## src/rtl/fp_pkg.sv

```systemverilog
// Shared types and constants for the fixed-point multiplier dot-product sequencer.
package fp_pkg;

   typedef enum logic [1:0] {SEQ_IDLE, SEQ_MUL, SEQ_OUT} seq_state_t;

   // Cycles from the first go-high cycle to the done cycle of the attached multiplier.
   localparam int unsigned MULT_PIPE_LATENCY = 3;

endpackage

```

## src/rtl/fp_acc_sat_cnt.sv

```systemverilog
// Dot-product accumulator: extends each product to the accumulator width, adds it
// with wrap detection, and counts accumulated elements with saturation.
module fp_acc_sat_cnt #(
   parameter int unsigned WIDTH     = 32,
   parameter int unsigned ACC_WIDTH = 48,
   parameter int unsigned CNT_WIDTH = 16,
   parameter bit          SIGNED    = 1'b0
) (
   input  logic                 clk,
   input  logic                 reset,
   input  logic                 clr,
   input  logic                 en,
   input  logic [WIDTH-1:0]     prod,
   output logic [ACC_WIDTH-1:0] acc,
   output logic [CNT_WIDTH-1:0] cnt,
   output logic                 ovf
);

   logic [ACC_WIDTH-1:0] acc_q, acc_d;
   logic [CNT_WIDTH-1:0] cnt_q, cnt_d;
   logic                 ovf_q, ovf_d;
   logic [ACC_WIDTH-1:0] ext_c;
   logic [ACC_WIDTH:0]   sum_c;
   logic                 wrap_c;

   if (SIGNED) begin : g_sext
      assign ext_c = ACC_WIDTH'($signed(prod));
   end else begin : g_zext
      assign ext_c = ACC_WIDTH'(prod);
   end

   // Unsigned wrap is the carry-out; signed wrap is same-sign operands giving an opposite-sign sum.
   always_comb begin
      sum_c = (ACC_WIDTH+1)'(acc_q) + (ACC_WIDTH+1)'(ext_c);
      if (SIGNED) begin
         wrap_c = (acc_q[ACC_WIDTH-1] == ext_c[ACC_WIDTH-1]) &&
                  (sum_c[ACC_WIDTH-1] != acc_q[ACC_WIDTH-1]);
      end else begin
         wrap_c = sum_c[ACC_WIDTH];
      end
   end

   always_comb begin
      acc_d = acc_q;
      cnt_d = cnt_q;
      ovf_d = ovf_q;
      if (clr) begin
         acc_d = '0;
         cnt_d = '0;
         ovf_d = 1'b0;
      end else if (en) begin
         acc_d = sum_c[ACC_WIDTH-1:0];
         cnt_d = (&cnt_q) ? cnt_q : cnt_q + CNT_WIDTH'(1);
         ovf_d = ovf_q | wrap_c;
      end
   end

   always_ff @(posedge clk) begin
      if (reset) begin
         acc_q <= '0;
         cnt_q <= '0;
         ovf_q <= 1'b0;
      end else begin
         acc_q <= acc_d;
         cnt_q <= cnt_d;
         ovf_q <= ovf_d;
      end
   end

   assign acc = acc_q;
   assign cnt = cnt_q;
   assign ovf = ovf_q;

endmodule

```

## src/rtl/fp_mult_dot_seq.sv

```systemverilog
// Dot-product sequencer: feeds operand pairs to an external pipelined multiplier via
// go/done, accumulates the products and emits the sum and count on the 'last' pair.
module fp_mult_dot_seq
   import fp_pkg::*;
#(
   parameter int unsigned WIDTH     = 32,
   parameter int unsigned ACC_WIDTH = 48,
   parameter int unsigned CNT_WIDTH = 16,
   parameter bit          SIGNED    = 1'b0
) (
   input  logic                 clk,
   input  logic                 reset,
   input  logic                 in_valid,
   output logic                 in_ready,
   input  logic [WIDTH-1:0]     in_a,
   input  logic [WIDTH-1:0]     in_b,
   input  logic                 in_last,
   output logic [WIDTH-1:0]     mul_left,
   output logic [WIDTH-1:0]     mul_right,
   output logic                 mul_go,
   input  logic [WIDTH-1:0]     mul_out,
   input  logic                 mul_done,
   output logic                 res_valid,
   input  logic                 res_ready,
   output logic [ACC_WIDTH-1:0] res_data,
   output logic [CNT_WIDTH-1:0] res_count,
   output logic                 res_ovf
);

   seq_state_t           state_q, state_d;
   logic [WIDTH-1:0]     a_q, a_d;
   logic [WIDTH-1:0]     b_q, b_d;
   logic                 last_q, last_d;
   logic                 acc_en_c;
   logic                 acc_clr_c;
   logic [ACC_WIDTH-1:0] acc_w;
   logic [CNT_WIDTH-1:0] cnt_w;
   logic                 ovf_w;

   // Leaving MUL on done always passes through IDLE or OUT, so go drops for at least one cycle.
   always_comb begin
      state_d   = state_q;
      a_d       = a_q;
      b_d       = b_q;
      last_d    = last_q;
      acc_en_c  = 1'b0;
      acc_clr_c = 1'b0;
      unique case (state_q)
         SEQ_IDLE: begin
            if (in_valid) begin
               a_d     = in_a;
               b_d     = in_b;
               last_d  = in_last;
               state_d = SEQ_MUL;
            end
         end
         SEQ_MUL: begin
            if (mul_done) begin
               acc_en_c = 1'b1;
               state_d  = last_q ? SEQ_OUT : SEQ_IDLE;
            end
         end
         SEQ_OUT: begin
            if (res_ready) begin
               acc_clr_c = 1'b1;
               state_d   = SEQ_IDLE;
            end
         end
         default: state_d = SEQ_IDLE;
      endcase
   end

   always_ff @(posedge clk) begin
      if (reset) begin
         state_q <= SEQ_IDLE;
         a_q     <= '0;
         b_q     <= '0;
         last_q  <= 1'b0;
      end else begin
         state_q <= state_d;
         a_q     <= a_d;
         b_q     <= b_d;
         last_q  <= last_d;
      end
   end

   fp_acc_sat_cnt #(
      .WIDTH     (WIDTH),
      .ACC_WIDTH (ACC_WIDTH),
      .CNT_WIDTH (CNT_WIDTH),
      .SIGNED    (SIGNED)
   ) u_acc (
      .clk   (clk),
      .reset (reset),
      .clr   (acc_clr_c),
      .en    (acc_en_c),
      .prod  (mul_out),
      .acc   (acc_w),
      .cnt   (cnt_w),
      .ovf   (ovf_w)
   );

   // Every output reads as zero while reset is held, whatever the registers still contain.
   assign in_ready  = (state_q == SEQ_IDLE) & ~reset;
   assign mul_go    = (state_q == SEQ_MUL)  & ~reset;
   assign res_valid = (state_q == SEQ_OUT)  & ~reset;
   assign mul_left  = reset ? '0 : a_q;
   assign mul_right = reset ? '0 : b_q;
   assign res_data  = reset ? '0 : acc_w;
   assign res_count = reset ? '0 : cnt_w;
   assign res_ovf   = reset ? 1'b0 : ovf_w;

endmodule

```

## config.mk

```make
export PLATFORM = sky130hd
export DESIGN_NAME = fp_mult_dot_seq
export DESIGN_NICKNAME = d
export VERILOG_FILES = /design/src/rtl/fp_pkg.sv /design/src/rtl/fp_acc_sat_cnt.sv /design/src/rtl/fp_mult_dot_seq.sv
export SDC_FILE = /design/constraint.sdc
export NUM_CORES = 1
export LEC_CHECK = 0
export ABC_AREA = 1
export CAP_MARGIN = 10
export CORE_AREA = 4 4 209 150
export CTS_CLUSTER_SIZE = 10
export DETAILED_ROUTE_END_ITERATION = 10
export DIE_AREA = 0 0 213 154
export HOLD_SLACK_MARGIN = 0.03
export PLACE_DENSITY_LB_ADDON = 0.05
export SLEW_MARGIN = 20
export SYNTH_ARGS = -nofsm -noshare
export SYNTH_HDL_FRONTEND = slang
export SYNTH_SLANG_ARGS = --single-unit
```

## constraint.sdc

```tcl
create_clock -name clk -period 5.84 [get_ports clk]
set_input_delay 1.168 -clock clk [delete_from_list [all_inputs] [get_ports clk]]
set_output_delay 1.168 -clock clk [all_outputs]
set_load 0.005 [all_outputs]
```

==> run metrics, run 1 <==
outcome=completed; crit path max-delay cell type=buf_4; DRT iter0 DRCs=543; Gate Count Post-Synth=1409; crit path kind=in2out; overall power=2600 µW; diodes inserted=0; cts bufs inserted=17; post-synthesis register bit count=132; clock-pin slew on the worst setup and hold paths=0.06 ns; Core Area=29500 µm²; Mapped Area=8700 µm²; Max-cap violations=0; Post-CTS Resized=0; starting density of the core=0.295; Ys Warns=0; nets=1752; Clock Latency Late Sink=0.43 ns; FILL cells=3155; synthesized area per cell=6.17 µm²; post-route worst setup slack=1.65 ns; sequential area share after synthesis=0.304; delay of the slowest cell on the worst path=0.61 ns; hold path endpoint=b_q[31]; CP dominant cell by count=buf_4; CTS tree=yes; top post-synthesis cells by count=inv_1 (268), nand2_1 (256), nor2_1 (203), a21oi_1 (155), dfxtp_1 (132); Post-Place Cell Area=11400 µm²; vias in the first global route=8768; drt via density=4.50; Die Area=32800 µm²; Max Clock Freq=239 MHz; root buf cell=clkbuf_16; I/O Pins=234; Via Count=9056; actual slew at the worst max-slew pin=0.912 ns; antenna violations before repair=1; HPWL after DPL=24500 µm; Max VDD drop=0.000150 V; crit-path max FO=64; Post-synth EDFFs=0; ys async rst share=0; max-slew violations=0; Tightest Hold Check Type=reg2reg; hold buffers post-CTS=0; crit share post-route=0.717; crit end category=output pin; Fin Clk Skew=0.0111 ns; Synth area leader=dfxtp_1; DRT Wirelength=31300 µm; top cell type's share of synthesized area=0.304; Hold Crit Start=b_q[31]; antenna-violating nets left=0; # rows=53; startpoint types=input port; WHS Path Cells=2; Seq. cell area=2640 µm²; Period minus WS final=4.19 ns; Setup violations, final=0; RSZ-0062 raised after global routing=false; WP data required=4.67 ns; RR Startpoint=u_acc.acc[0]; largest net degree at the start of global routing=87; Area contributors post-synth=dfxtp_1 (30%), inv_1 (12%), nand2_1 (11%), a21oi_1 (8.9%), nor2_1 (8.8%); Tot GR Track Use=0.190; Buffers on Ports=233; crit path cell chain=buf_4 > buf_4 > nor2_1 > clkdlybuf4s50_1; Syn-to-layout area delta=37.3%; top_reg_cell synth=dfxtp_1; setup TNS=0 ns; gpl congestion=0.917; die width=213 µm; Die Y=154 µm; Max-slew headroom=0.391; FF-to-FF path depth=13; grt total ovfl=0; Fin. Hold Viols=0; most common cell in the netlist=inv_1; drt drc=0; Sink Count=132; post-synth cell types=36; first-pass GRT wire length=48700 µm; Max Buffers Root-to-Sink=2; LEAKAGE=0.00527 µW; WL/cell=15.6 µm; first drt pass iteration count=5; post-route cell area=11900 µm²; area of the multi-input gates=4800 µm²; CTS H-tree lvls=4; syn_nets=1545; Reg2Reg Setup Slack=3.48 ns; PwrDens=218 nW/µm²; layout cell share with drive strength beyond 1=0.0780; endpoint of the worst register-to-register path=u_acc.acc[38]; pre-CTS setup slack=1.64 ns; Post-CTS Setup Bufs=0; CP arrival=3.02 ns
-- routing by layer --
| layer | track usage | vias to the layer above | wire length [µm] |
|---|---|---|---|
| li1 | - | 4779 | - |
| met1 | 0.293 | 4040 | 16800 |
| met2 | 0.257 | 215 | 12100 |
| met3 | 0.0565 | 20 | 2100 |
| met4 | 0.0380 | 2 | 320 |
| met5 | 0 | - | 20 |
-- worst max-delay path, delay by kind of cell --
family / cells / cell delay (ns)
and+or+nand+nor: 1 / 0.14
buffers and inverters: 3 / 1.61
-- metrics by stage --
step           cells  hold slack [ns]   util
2_1_floorplan   1409            0.430      -
3_5_place_dp    1982            0.444  0.385
6_report        2014            0.453  0.405
3_3_place_gp    1982            0.443  0.385
4_1_cts         2014            0.454  0.405
5_1_grt         2014            0.465  0.405
-- worst max-delay path by stage --
| stage | startpoint | end | slack [ns] | cells past startpoint |
|---|---|---|---|---|
| floorplan | reset | res_count[0] | 2.62 | 4 |
| global placement | reset | mul_left[28] | 1.70 | 4 |
| detailed placement | reset | mul_left[17] | 1.64 | 4 |
| CTS | reset | mul_left[17] | 1.63 | 4 |
| global route | reset | mul_left[24] | 1.46 | 4 |
| finish | reset | mul_left[17] | 1.65 | 4 |
-- cell families after synthesis --
kind of cell / after synthesis / share of synthesized area
xor gates and xnor gates: 24 / 0.0242
AOI/OAI and AO/OA: 276 / 0.164
buffers and inverters: 331 / 0.146
adders and majority gates: 34 / 0.0498
DFF: 132 / 0.304
and+or+nand+nor: 612 / 0.312
-- cell type report --
class	count	area share
inverters	279	0.0877
clock buffers	18	0.0359
repair buffers	240	0.199
flip-flops and latches	132	0.221
multi-input cells	946	0.402
well taps	385	0.0403
clock inverters	14	0.0129
-- registers in the layout, indices dropped and copies added, names as in the netlist --
name and cells:
state_q 2, u_acc.ovf 1, u_acc.cnt 16, b_q 32
a_q 32, last_q 1, u_acc.acc 48
-- power breakdown --
part           leakage, µW  switching [µW]  internal, µW  total, µW
registers          0.00108            17.8           954        972
clock network     0.000283             453           634       1090
logic              0.00390             318           228        546
-- layout by cell type (no fill, tap or decap), types with 4 or more instances in the layout --
cell / instances
clkdlybuf4s50_1: 232
ha_1: 33
nor2_2: 17
clkinv_4: 4
nor2_1: 203
nor3_1: 18
buf_4: 8
nand3_2: 16
nor2_4: 5
a21oi_2: 6
clkbuf_16: 17
o21ai_0: 105
nand4_1: 8
xor2_1: 24
nand2_1: 255
inv_1: 268
nand3_1: 49
inv_2: 8
nand2_2: 26
nor4_1: 5
a21oi_1: 155
dfxtp_1: 132
(Power assumes the default switching activity.)
==> run 2, diff against run 1 <==
==> constraint.sdc (replaced) <==
create_clock -name clk -period 4.14 [get_ports clk]
set_input_delay 0.828 -clock clk [delete_from_list [all_inputs] [get_ports clk]]
set_output_delay 0.828 -clock clk [all_outputs]
set_load 0.005 [all_outputs]
==> run metrics, run 2 (synthesis gave the netlist of run 1 again) <==
Fin. Hold Viols=0; Post-CTS Setup Bufs=0; vias in the first global route=8570; diodes inserted=0; clock-pin slew on the worst setup and hold paths=0.06 ns; Tot GR Track Use=0.190; HPWL after DPL=24500 µm; Worst Hold Slack=0.452 ns; DRT iter0 DRCs=463; Max Buffers Root-to-Sink=2; crit path cell chain=buf_4 > buf_4 > nor2_1 > clkdlybuf4s50_1; crit path kind=in2out; antenna-violating nets left=0; I/O Pins=234; commonest non-fill, non-tap cell in the layout=inv_1; post-route cell area=12000 µm²; LEAKAGE=0.00528 µW; setup TNS=0 ns; CTS H-tree lvls=4; PwrDens=306 nW/µm²; WL/cell=15.6 µm; Via Count=9112; nets=1755; RSZ-0062 raised after global routing=false; gpl congestion=0.927; crit share post-route=0.717; Max Clock Freq=337 MHz; Max VDD drop=0.000239 V; Period minus WS final=2.97 ns; # rows=53; CTS tree=yes; Clock Latency Late Sink=0.43 ns; Post-Place Cell Area=11400 µm²; crit-path max FO=32; Die Area=32800 µm²; startpoint types=input port; crit end category=output pin; DRT Wirelength=31400 µm; post-layout util=0.405; first-pass GRT wire length=48700 µm; Setup violations, final=0; die width=213 µm; layout cell share with drive strength beyond 1=0.0803; drt drc=0; first drt pass iteration count=5; antenna violations before repair=2; Max-cap violations=0; overall power=3660 µW; FILL cells=3219; cts bufs inserted=17; Buffers on Ports=233; cell family with most CP delay=buffers and inverters; CP dominant cell by count=buf_4; Reg2Reg Setup Slack=1.96 ns; max reg flops=48; worst path buffer plus inverter count=3; Sink Count=132; largest net degree at the start of global routing=84; actual slew at the worst max-slew pin=0.760 ns; Max-slew headroom=0.493; delay of the slowest cell on the worst path=0.46 ns; Tightest Hold Check Type=reg2reg; hold buffers post-CTS=0; crit path max-delay cell type=clkdlybuf4s50_1; Die Y=154 µm; WP data required=3.31 ns; grt total ovfl=0; max-slew violations=0; CP arrival=2.14 ns; Post-CTS Resized=0; Core Area=29500 µm²; Fin Clk Skew=0.0115 ns; Syn-to-layout area delta=37.5%; starting density of the core=0.295; drt via density=4.52; commonest non-fill, non-tap cells in the layout=inv_1 (268), nand2_1 (255), clkdlybuf4s50_1 (232); outcome=completed; root buf cell=clkbuf_16
-- run 2: per-layer routing --
| layer | wire (µm) | up-vias | global-route usage |
|---|---|---|---|
| met5 | 28 | - | 0 |
| met4 | 271 | 4 | 0.0374 |
| met3 | 2580 | 24 | 0.0669 |
| met2 | 12500 | 228 | 0.261 |
| met1 | 16100 | 4059 | 0.284 |
| li1 | - | 4797 | - |
-- run 2: worst register-to-register path, stage by stage, from the launching register on --
cell     delay (ns)
dfxtp_1        0.31
ha_1           0.22
fa_1           0.44
nand3_1        0.11
nand3_2        0.12
nand2_1        0.10
nand3_2        0.16
nand2_1        0.13
nand2_1        0.11
nand2_1        0.10
nand2_2        0.09
nand2_1        0.08
nand2_1        0.05
a21oi_1        0.11
-- run 2: worst paths after layout --
path / from / to / cells past startpoint
max: reset / mul_right[17] / 4
min: b_q[24] / b_q[24] / 2
max reg2reg: u_acc.acc[0] / u_acc.acc[32] / 13
min reg2reg: b_q[24] / b_q[24] / 2
-- run 2: final cells by class --
cell class	instances	area [µm²]	share of cell area
clock inverter	14	130	0.0109
sequential	132	2640	0.221
tap	385	482	0.0403
clock buffer	18	439	0.0367
timing repair buffer	243	2420	0.202
inverter	279	1050	0.0875
multi-input combinational	946	4800	0.402
-- run 2: through the flow --
step                      cells  setup WS [ns]
final                      2017           1.17
after global routing       2017           1.06
after CTS                  2017           1.14
after detailed placement   1985          0.998
after global placement     1985           1.01
after floorplan            1409           1.60
-- run 2: report_power, final --
| group | leakage, µW | switching, µW | internal [µW] |
|---|---|---|---|
| clock | 0.000271 | 664 | 849 |
| sequential | 0.00108 | 25.2 | 1350 |
| combinational | 0.00392 | 448 | 325 |
==> run 3, diff against run 2 <==
==> constraint.sdc (replaced) <==
create_clock -name clk -period 2.9 [get_ports clk]
set_input_delay 0.58 -clock clk [delete_from_list [all_inputs] [get_ports clk]]
set_output_delay 0.58 -clock clk [all_outputs]
set_load 0.005 [all_outputs]
==> run metrics, run 3 (synthesis gave the netlist of run 1 again) <==
outcome=completed; max reg flops=48; Finished Layout Cells=2021; hold path endpoint=b_q[1]; largest net degree at the start of global routing=79; Reg2Reg Setup Slack=0.77 ns; startpoint types=input port; diodes inserted=0; WL met1=15800 µm; Worst Hold Slack=0.452 ns; die width=213 µm; WHS Path Cells=2; RR Startpoint=u_acc.acc[0]; Post-CTS Setup Bufs=0; Max Clock Freq=408 MHz; hold buffers post-CTS=0; layout cell share with drive strength beyond 1=0.0825; FF-to-FF path depth=12; # rows=53; dpl cells=1989; CTS tree=yes; Via Count=9210; actual slew at the worst max-slew pin=0.652 ns; I/O Pins=234; clock-pin slew on the worst setup and hold paths=0.06 ns; gpl congestion=0.934; post-layout util=0.407; PwrDens=436 nW/µm²; crit-path max FO=57; LEAKAGE=0.00530 µW; endpoint of the worst register-to-register path=u_acc.acc[40]; drt drc=0; antenna violations before repair=1; nets=1759; crit path cell chain=buf_4 > buf_4 > nor2_1 > clkdlybuf4s50_1; setup TNS=0 ns; crit path kind=in2out; Clock Latency Late Sink=0.43 ns; Syn-to-layout area delta=38.1%; DRT iter0 DRCs=494; CTS H-tree lvls=4; max-slew violations=0; CP dominant cell by count=buf_4; Fin. Hold Viols=0; antenna-violating nets left=0; Max Buffers Root-to-Sink=2; Sink Count=132; CP arrival=1.87 ns; Top Layer Used=met5; Core Area=29500 µm²; Hold Crit Start=b_q[1]; root buf cell=clkbuf_16; commonest non-fill, non-tap cells in the layout=inv_1 (268), nand2_1 (255), clkdlybuf4s50_1 (232); Max-cap violations=0; Period minus WS final=2.45 ns; Max VDD drop=0.000357 V; commonest non-fill, non-tap cell in the layout=inv_1; Setup violations, final=0; crit share post-route=0.846; DRT Wirelength=31600 µm; Fin Clk Skew=0.0109 ns; RSZ-0062 raised after global routing=false; worst path buffer plus inverter count=3; grt total ovfl=0; Tightest Hold Check Type=reg2reg; cts bufs inserted=17; metal3 WL=2850 µm; vias in the first global route=8964; Die Y=154 µm; first drt pass iteration count=4; WP data required=2.32 ns; Tot GR Track Use=0.190; starting density of the core=0.295; Post-CTS Resized=0; Max-slew headroom=0.565; HPWL after DPL=24800 µm; Buffers on Ports=233; delay of the slowest cell on the worst path=0.52 ns; drt via density=4.56; FILL cells=3235; cell family with most CP delay=buffers and inverters; crit path max-delay cell type=buf_4; WL/cell=15.6 µm; metal2 WL=12700 µm; Die Area=32800 µm²; first-pass GRT wire length=49300 µm; crit end category=output pin
-- run 3: per-layer routing --
metal | vias to the layer above | track usage
met5 | - | 0
met4 | 2 | 0.0346
met3 | 16 | 0.0730
met2 | 218 | 0.266
met1 | 4178 | 0.278
li1 | 4796 | -
-- run 3: power by group --
| part | leakage (µW) | total, µW | switching (µW) | internal, µW |
|---|---|---|---|---|
| Clock | 0.000274 | 2170 | 933 | 1240 |
| Combinational | 0.00395 | 1110 | 642 | 471 |
| Sequential | 0.00108 | 1960 | 36.5 | 1920 |
| Total | 0.00530 | 5240 | 1610 | 3630 |
-- run 3: area by class of cell --
type | count | area [µm²] | share of cell area
multi-input combinational | 946 | 4800 | 0.400
sequential | 132 | 2640 | 0.220
timing repair buffer | 247 | 2460 | 0.205
inverter | 279 | 1050 | 0.0872
tap | 385 | 482 | 0.0401
clock buffer | 19 | 453 | 0.0377
clock inverter | 13 | 125 | 0.0104
-- run 3: worst max-delay path by stage --
stage,start,endpoint,slack [ns],cells after the start
6_report,reset,mul_right[14],0.45,4
3_3_place_gp,mul_out[0],u_acc.acc[32],0.09,14
5_1_grt,mul_out[0],u_acc.acc[32],0.30,14
3_5_place_dp,mul_out[0],u_acc.acc[40],0.06,13
4_1_cts,reset,mul_right[25],0.44,4
2_1_floorplan,mul_out[0],u_acc.acc[22],0.76,11
-- run 3: worst register-to-register path, cell delays in order (launching register included) --
cell and delay (ns):
dfxtp_1 0.31, ha_1 0.23, fa_1 0.40, nand3_1 0.09, nand3_2 0.12, nand2_1 0.11
nand3_2 0.16, nand2_1 0.10, nand2_1 0.09, nand2_1 0.09, nand2_2 0.10, a21oi_1 0.15
nor2_1 0.06
-- run 3: stage by stage --
step | power [µW] | worst slack, ns | instance area (µm²)
after CTS | 5330 | 0.438 | 12000
final | 5240 | 0.447 | 12000
after global placement | 3110 | 0.0907 | 11400
after detailed placement | 3110 | 0.0637 | 11400
after floorplan | 2620 | 0.759 | 8700
after global routing | 5530 | 0.302 | 12000
